==> config.mk <==
export PLATFORM = sky130hd
export DESIGN_NAME = instr_encoder
export DESIGN_NICKNAME = d
export VERILOG_FILES = /design/src/rtl/instr_encoder.sv
export SDC_FILE = /design/constraint.sdc
export NUM_CORES = 1
export LEC_CHECK = 0
export ABC_AREA = 1
export CORE_ASPECT_RATIO = 1.2
export CORE_MARGIN = 1
export CORE_UTILIZATION = 50
export DETAILED_ROUTE_END_ITERATION = 8
export MAX_ROUTING_LAYER = met4
export PLACE_DENSITY = 0.85
export SLEW_MARGIN = 20
export SYNTH_ARGS = -nofsm -noshare
export SYNTH_HDL_FRONTEND = slang
export SYNTH_SLANG_ARGS = --single-unit
==> constraint.sdc <==
create_clock -name clk -period 4.06 [get_ports clk]
set_input_delay 0.812 -clock clk [delete_from_list [all_inputs] [get_ports clk]]
set_output_delay 0.812 -clock clk [all_outputs]
set_load 0.02 [all_outputs]
==> src/rtl/instr_encoder.sv <==
// RV32I instruction encoder with li pseudo-op expansion; one-entry output register, word valid 1 cycle after accept.
// Backpressure: in_ready = IDLE & (out empty | out_ready); words hold stable while out_ready is low.
module instr_encoder (
    input  logic        clk,
    input  logic        rst,
    input  logic        in_valid,
    output logic        in_ready,
    input  logic [4:0]  opc,
    input  logic        li,
    input  logic [4:0]  rd,
    input  logic [4:0]  rs1,
    input  logic [4:0]  rs2,
    input  logic [2:0]  funct3,
    input  logic [6:0]  funct7,
    input  logic [31:0] imm,
    output logic        out_valid,
    input  logic        out_ready,
    output logic [31:0] instr,
    output logic        err
);
    localparam logic [4:0] OPC_R      = 5'b01100;
    localparam logic [4:0] OPC_OPIMM  = 5'b00100;
    localparam logic [4:0] OPC_LOAD   = 5'b00000;
    localparam logic [4:0] OPC_STORE  = 5'b01000;
    localparam logic [4:0] OPC_BRANCH = 5'b11000;
    localparam logic [4:0] OPC_LUI    = 5'b01101;
    localparam logic [4:0] OPC_AUIPC  = 5'b00101;
    localparam logic [4:0] OPC_JAL    = 5'b11011;
    localparam logic [4:0] OPC_JALR   = 5'b11001;

    typedef enum logic {IDLE, LI_LO} state_t;

    state_t      r_state;
    logic        r_out_valid;
    logic [31:0] r_instr;
    logic        r_err;
    logic [4:0]  r_li_rd;
    logic [11:0] r_li_lo;

    logic        w_can_load;
    logic        w_fits12;
    logic        w_fits13;
    logic        w_fits21;
    logic [19:0] w_li_hi;
    logic [31:0] w_instr;
    logic        w_err;
    logic        w_li_two;

    assign w_can_load = !r_out_valid || out_ready;
    assign in_ready   = (r_state == IDLE) && w_can_load;
    assign out_valid  = r_out_valid;
    assign instr      = r_instr;
    assign err        = r_err;

    // Signed range checks: all bits above the field's sign bit must equal it.
    assign w_fits12 = (imm[31:11] == '0) || (imm[31:11] == '1);
    assign w_fits13 = (imm[31:12] == '0) || (imm[31:12] == '1);
    assign w_fits21 = (imm[31:20] == '0) || (imm[31:20] == '1);
    // (imm + 0x800)[31:12]: the carry out of the low 12 bits is exactly imm[11].
    assign w_li_hi  = imm[31:12] + {19'd0, imm[11]};

    always_comb begin
        w_instr  = 32'h0000_0013;
        w_err    = 1'b0;
        w_li_two = 1'b0;
        if (li) begin
            if (w_fits12) begin
                w_instr = {imm[11:0], 5'd0, 3'b000, rd, 7'b0010011};
            end else begin
                w_instr  = {w_li_hi, rd, 7'b0110111};
                w_li_two = (imm[11:0] != 12'd0);
            end
        end else begin
            case (opc)
                OPC_R: w_instr = {funct7, rs2, rs1, funct3, rd, opc, 2'b11};
                OPC_OPIMM, OPC_LOAD, OPC_JALR: begin
                    w_instr = {imm[11:0], rs1, funct3, rd, opc, 2'b11};
                    w_err   = !w_fits12;
                end
                OPC_STORE: begin
                    w_instr = {imm[11:5], rs2, rs1, funct3, imm[4:0], opc, 2'b11};
                    w_err   = !w_fits12;
                end
                OPC_BRANCH: begin
                    w_instr = {imm[12], imm[10:5], rs2, rs1, funct3, imm[4:1], imm[11], opc, 2'b11};
                    w_err   = !w_fits13 || imm[0];
                end
                OPC_LUI, OPC_AUIPC: begin
                    w_instr = {imm[31:12], rd, opc, 2'b11};
                    w_err   = (imm[11:0] != 12'd0);
                end
                OPC_JAL: begin
                    w_instr = {imm[20], imm[10:1], imm[11], imm[19:12], rd, opc, 2'b11};
                    w_err   = !w_fits21 || imm[0];
                end
                default: w_err = 1'b1;
            endcase
        end
    end

    always_ff @(posedge clk) begin
        if (rst) begin
            r_state     <= IDLE;
            r_out_valid <= 1'b0;
            r_instr     <= 32'd0;
            r_err       <= 1'b0;
            r_li_rd     <= 5'd0;
            r_li_lo     <= 12'd0;
        end else begin
            case (r_state)
                IDLE: begin
                    if (in_valid && w_can_load) begin
                        r_out_valid <= 1'b1;
                        r_instr     <= w_instr;
                        r_err       <= w_err;
                        if (w_li_two) begin
                            r_state <= LI_LO;
                            r_li_rd <= rd;
                            r_li_lo <= imm[11:0];
                        end
                    end else if (out_ready) begin
                        r_out_valid <= 1'b0;
                    end
                end
                LI_LO: begin
                    if (w_can_load) begin
                        r_out_valid <= 1'b1;
                        r_instr     <= {r_li_lo, r_li_rd, 3'b000, r_li_rd, 7'b0010011};
                        r_err       <= 1'b0;
                        r_state     <= IDLE;
                    end
                end
                default: r_state <= IDLE;
            endcase
        end
    end
endmodule

==> results of run 1 <==
==> state kept, by name, indices dropped and copies added, names as in the netlist <==
| register | count |
|---|---|
| r_li_lo | 12 |
| r_li_rd | 5 |
| err | 1 |
| out_valid | 1 |
| instr | 31 |
| r_state | 1 |
==> power by group through the flow <==
stage	logic, mW	clock network (mW)	registers [mW]
after CTS	0.406	0.324	0.552
after floorplan	0.181	0	0.592
final	0.414	0.326	0.553
after global placement	0.401	0	0.562
after global routing	0.448	0.343	0.557
after detailed placement	0.405	0	0.564
==> per-stage QoR <==
step	hold slack, ns	std cells	area, µm²	utilization
after global routing	0.481	842	4960	0.678
after global placement	0.439	834	4860	0.665
final	0.460	842	4960	0.678
after CTS	0.460	842	4960	0.678
after floorplan	0.431	659	3790	-
after detailed placement	0.444	834	4860	0.665
==> per-layer routing <==
metal	track usage	vias to the layer above	wire, µm
met5	-	-	0
li1	-	2332	-
met1	0.454	2148	5420
met3	0.0545	51	1220
met4	0.157	0	607
met2	0.562	315	6460
==> cell usage in the layout (no fill, tap or decap), drive strengths merged, types with 5 or more instances in the layout <==
master,instances
nand2,190
clkdlybuf4s50,101
inv,80
a21oi,76
nor2,75
nand3,59
dfxtp,51
o21ai,46
o211ai,11
nand4,10
nor3,10
clkinv,8
xor2,6
clkbuf,5
buf,5
==> kinds of logic after synthesis <==
group	synth area share
buffers and inverters	0.108
adder cells (fa/ha/maj)	0.00990
XOR/XNOR	0.0162
AND/OR/NAND/NOR	0.397
AO/OA/AOI/OAI	0.199
flip-flops	0.269
==> worst max path at each step <==
stage,cells after the start,slack [ns],to,from
finish,4,0.85,in_ready,out_ready
global route,4,0.74,in_ready,out_ready
detailed placement,4,0.86,in_ready,out_ready
floorplan,11,1.90,r_state,imm[11]
global placement,4,0.92,in_ready,out_ready
CTS,4,0.86,in_ready,out_ready
==> area by class of cell <==
| cell class | instances | area share |
|---|---|---|
| multi-input cells | 502 | 0.476 |
| repair buffers | 106 | 0.211 |
| flip-flops and latches | 51 | 0.206 |
| inverters | 85 | 0.0643 |
| well taps | 90 | 0.0227 |
| clock buffers | 5 | 0.0139 |
| clock inverters | 3 | 0.00580 |
==> tightest hold or removal path, stage by stage (launching register included) <==
cell,delay (ns)
dfxtp_1,0.31
inv_1,0.06
a21oi_1,0.05
==> impl_metrics.yaml, run 1 <==
run_status:
  status: "finished clean"
grt:
  grt_max_degree: 34
  grt_pass1_wl_um: 21700
  grtUsageTotal: 0.361
  gr-total-overflow: 0
  grt_pass1_vias: 4571
  grt_antenna_before_repair: 0
clocking:
  cts_setup_buffers: 0
  clk_pin_slew_ns: 0.10
  clock_sinks: 51
  hold_buffers: 0
  clk_path_buf_depth: 2
  htree_levels: 2
  cts_buffers: 5
  cts_tree: "yes"
  clock_latency_ns: 0.32
  root_buffer: "clkbuf_8"
  ctsResizeCount: 0
timing:
  finalWorstPathRequiredPeriod_ns: 3.21
  finalMaxSlewViolations: 0
  setup_viol: 0
  finalHoldViolations: 0
  tightest_slew_ns: 0.715
  skew_ns: 0.00920
  fin_crit_sh: 0.791
  fin_ws_ns: 0.847
  fin_tns_setup_ns: 0
  relSlewSlack: 0.523
  fmax_mhz: 311
  rsz0062_at_grt: "false"
power_and_ir_drop:
  sequentialPowerShare: 0.428
  sw_frac_of_total: 0.354
  power_frac_clock: 0.252
  ir_drop_uv: 175
  internal_power_mw: 0.836
  powerDensity_nw_per_um2: 261
  power.share.combinational: 0.320
  p_total_mw: 1.29
  p_switching_mw: 0.457
  leakagePower_nw: 2.15
drt:
  drc_errors: 0
  finalWirelength_um: 13700
  drt_iter0_markers: 508
  drt-vias-per-instance: 5.76
  drtPass1Iterations: 6
  num_vias: 4846
  routedWlPerCell_um: 16.3
  ant_nets: 0
floorplan:
  rows: 34
  initial_core_util: 0.518
  die_h_um: 97.4
  die_x_um: 81.5
  ios: 102
  core_area_um2: 7320
  die-area_um2: 7940
setup_path:
  worst_path_max_delay_cell: "clkdlybuf4s50_1"
  r2r.worst_path.cells: 7
  required_ns: 3.25
  critPathBufInv: 2
  cp.arrival_ns: 2.40
  endpoint_kind: "primary output"
  worstPathMaxFanout: 5
  r2r-start: "r_state"
  critPathKind: "in -> out"
  start_kind: "input pin"
  cp_slowest_stage_delay_ns: 0.58
  rrSetupSlack_ns: 1.94
  worstPathCellList: "clkdlybuf4s50_1 > nor2_1 > nor2_1 > clkdlybuf4s50_1"
  path_delay_family: "buffers and inverters"
  crit-reg2reg-capture: "r_li_lo[11]"
synthesis:
  yosysUniqueCellTypes: 34
  synth.largest_area_cell: "dfxtp_1"
  synth.avg_cell_area_um2: 5.76
  ys_warn_count: 0
  syn-num-nets: 729
  ys_async_sr_fraction: 0
  synth_cells: 659
  ys.flop_type: "dfxtp_1"
  syn-cell-area_um2: 3790
  yosysMostFrequentCell: "nand2_1"
  ys_top_cells_by_area: "dfxtp_1 27%, nand2_1 19%, a21oi_1 9.9%, nand3_1 7.7%, nor2_1 6.8%"
  yosys-top-cells-count: "188 x nand2_1, 75 x a21oi_1, 69 x nor2_1"
  synth_edf_count: 0
  synth-seq-cells: 51
  synth_top_area_share: 0.269
  synth_seq_area_share: 0.269
finish:
  area_delta_synth_final_pct: 30.8
  fillers: 674
  diodes: 0
  final_nets: 821
  drive_above_1_share: 0.0545
  regArea_um2: 1020
  multi_input_area_um2: 2360
place:
  hpwlAfterDp_um: 10800
  place_congestion: 0.989
  pre_cts_ws_ns: 0.861
  port_buffers: 101
job:
  drv_cap: 0
min_path:
  hold_end: "r_li_lo[9]"
  hold_class: "reg -> reg"
  holdPathStages: 2
  min_from: "r_li_lo[9]"
Note: power is estimated with default switching activity, not from simulation.
==> inputs of run 2 (changes only) <==
--- a/config.mk
+++ b/config.mk
@@ -8,10 +8,10 @@
 export ABC_AREA = 1
 export CORE_ASPECT_RATIO = 1.2
 export CORE_MARGIN = 1
-export CORE_UTILIZATION = 50
+export CORE_UTILIZATION = 49
 export DETAILED_ROUTE_END_ITERATION = 8
 export MAX_ROUTING_LAYER = met4
-export PLACE_DENSITY = 0.85
+export PLACE_DENSITY = 0.84
 export SLEW_MARGIN = 20
 export SYNTH_ARGS = -nofsm -noshare
 export SYNTH_HDL_FRONTEND = slang
==> constraint.sdc (replaced) <==
create_clock -name clk -period 3.3 [get_ports clk]
set_input_delay 0.66 -clock clk [delete_from_list [all_inputs] [get_ports clk]]
set_output_delay 0.66 -clock clk [all_outputs]
set_load 0.02 [all_outputs]
==> impl_metrics.yaml, run 2 (synthesis results as in run 1) <==
timing:
  finalMaxSlewViolations: 0
  fmax_mhz: 351
  finalHoldViolations: 0
  fin_tns_setup_ns: 0
  rsz0062_at_grt: "false"
  fin_ws_ns: 0.449
  hold_slack_ns: 0.466
  tightest_slew_ns: 0.760
  relSlewSlack: 0.492
  skew_ns: 0.0144
  fin_crit_sh: 0.864
  setup_viol: 0
  finalWorstPathRequiredPeriod_ns: 2.85
grt:
  met1_usage: 0.437
  grtUsageTotal: 0.367
  grt_max_degree: 29
  grt_antenna_before_repair: 0
  grt_pass1_vias: 4661
  use_met2: 0.587
  use_met3: 0.0626
  gr-total-overflow: 0
  grt.busiest_layer: "met2"
  grt_pass1_wl_um: 22100
run_status:
  status: "finished clean"
floorplan:
  rows: 34
  initial_core_util: 0.515
  die_x_um: 82.3
  die-area_um2: 8100
  ios: 102
  die_h_um: 98.4
  core_area_um2: 7360
setup_path:
  r2r.worst_path.cells: 6
  worstPathMaxFanout: 5
  rrSetupSlack_ns: 1.25
  crit-reg2reg-capture: "r_li_lo[0]"
  r2r-start: "r_state"
  path_delay_family: "buffers and inverters"
  critPathLaunch: "out_ready"
  endpoint_kind: "primary output"
  start_kind: "input pin"
  cp.arrival_ns: 2.19
  worst_path_max_delay_cell: "clkdlybuf4s50_1"
  worstPathCellList: "clkdlybuf4s50_1 > nor2_1 > nor2_1 > clkdlybuf4s50_1"
  required_ns: 2.64
  cp_slowest_stage_delay_ns: 0.57
  path_depth: 4
  critPathKind: "in -> out"
  critPathBufInv: 2
  cp-endpoint: "in_ready"
drt:
  num_vias: 4946
  finalWirelength_um: 14000
  drt_iter0_markers: 768
  ant_nets: 0
  drt-vias-per-instance: 5.82
  drtPass1Iterations: 7
  drc_errors: 0
  routedWlPerCell_um: 16.5
min_path:
  hold_class: "reg -> reg"
  min_from: "r_li_lo[10]"
place:
  place_area_um2: 4920
  port_buffers: 101
  place_congestion: 1.02
  pre_cts_ws_ns: 0.320
  hpwlAfterDp_um: 11300
job:
  drv_cap: 0
clocking:
  cts_buffers: 5
  clock_latency_ns: 0.31
  ctsResizeCount: 0
  htree_levels: 2
  clk_path_buf_depth: 2
  hold_buffers: 0
  root_buffer: "clkbuf_8"
  clock_sinks: 51
  cts_tree: "yes"
  clk_pin_slew_ns: 0.10
  cts_setup_buffers: 0
finish:
  largest_register_ff_count: 31
  drive_above_1_share: 0.0645
  area_delta_synth_final_pct: 32.4
  final_nets: 829
  final_cell_mix: "188 x nand2_1, 101 x clkdlybuf4s50_1, 75 x a21oi_1"
  diodes: 0
  final_common_cell: "nand2_1"
  stdcell_area_um2: 5020
power_and_ir_drop:
  leakagePower_nw: 2.19
  ir_drop_uv: 365
  powerDensity_nw_per_um2: 316
  p_total_mw: 1.59
==> run 2: changes by cell type in the layout (fill, tap and decap cells not counted), sizes merged <==
cell | before | now
buf | 5 | 13
==> run 2: power breakdown <==
part	internal, mW	switching (mW)	leakage (nW)
Combinational	0.217	0.302	1.72
Sequential	0.659	0.0226	0.419
Clock	0.158	0.230	0.0502
==> run 2: cell type report <==
| cell class | count | area [µm²] |
|---|---|---|
| sequential | 51 | 1020 |
| timing repair buffer | 114 | 1110 |
| fill | 707 | 2340 |
| tap | 90 | 113 |
| multi-input combinational | 502 | 2360 |
| inverter | 85 | 319 |
| clock inverter | 3 | 28.8 |
| clock buffer | 5 | 68.8 |
==> run 2: worst min-delay path: stages, from the launching register on <==
cell,delay [ns]
dfxtp_1,0.31
inv_1,0.06
a21oi_1,0.06
==> run 2: per-stage QoR <==
stage	instances	util
6_report	850	0.682
3_5_place_dp	842	0.669
3_3_place_gp	842	0.669
5_1_grt	850	0.682
4_1_cts	850	0.682
2_1_floorplan	659	-
==> run 2: layer usage <==
metal  share of wire  wire length, µm  up-vias
met2            0.47             6650      300
met3           0.083             1160       58
met1            0.40             5610     2235
li1                -                -     2353
met5               0                0        -
met4           0.043              598        0
==> run 2: how the worst min path moves through the flow <==
stage | to | slack, ns | cells after the start
2_1_floorplan | r_li_lo[0] | 0.43 | 2
3_3_place_gp | r_li_lo[2] | 0.44 | 2
3_5_place_dp | r_li_lo[10] | 0.45 | 2
4_1_cts | r_li_lo[10] | 0.46 | 2
5_1_grt | r_li_lo[10] | 0.47 | 2
6_report | r_li_lo[10] | 0.47 | 2
==> inputs of run 3 (changes only) <==
--- a/config.mk
+++ b/config.mk
@@ -16,3 +16,4 @@
 export SYNTH_ARGS = -nofsm -noshare
 export SYNTH_HDL_FRONTEND = slang
 export SYNTH_SLANG_ARGS = --single-unit
+export TNS_END_PERCENT = 5
==> results of run 3 <==
The final DEF is identical to that of run 2; final timing and power are the same.
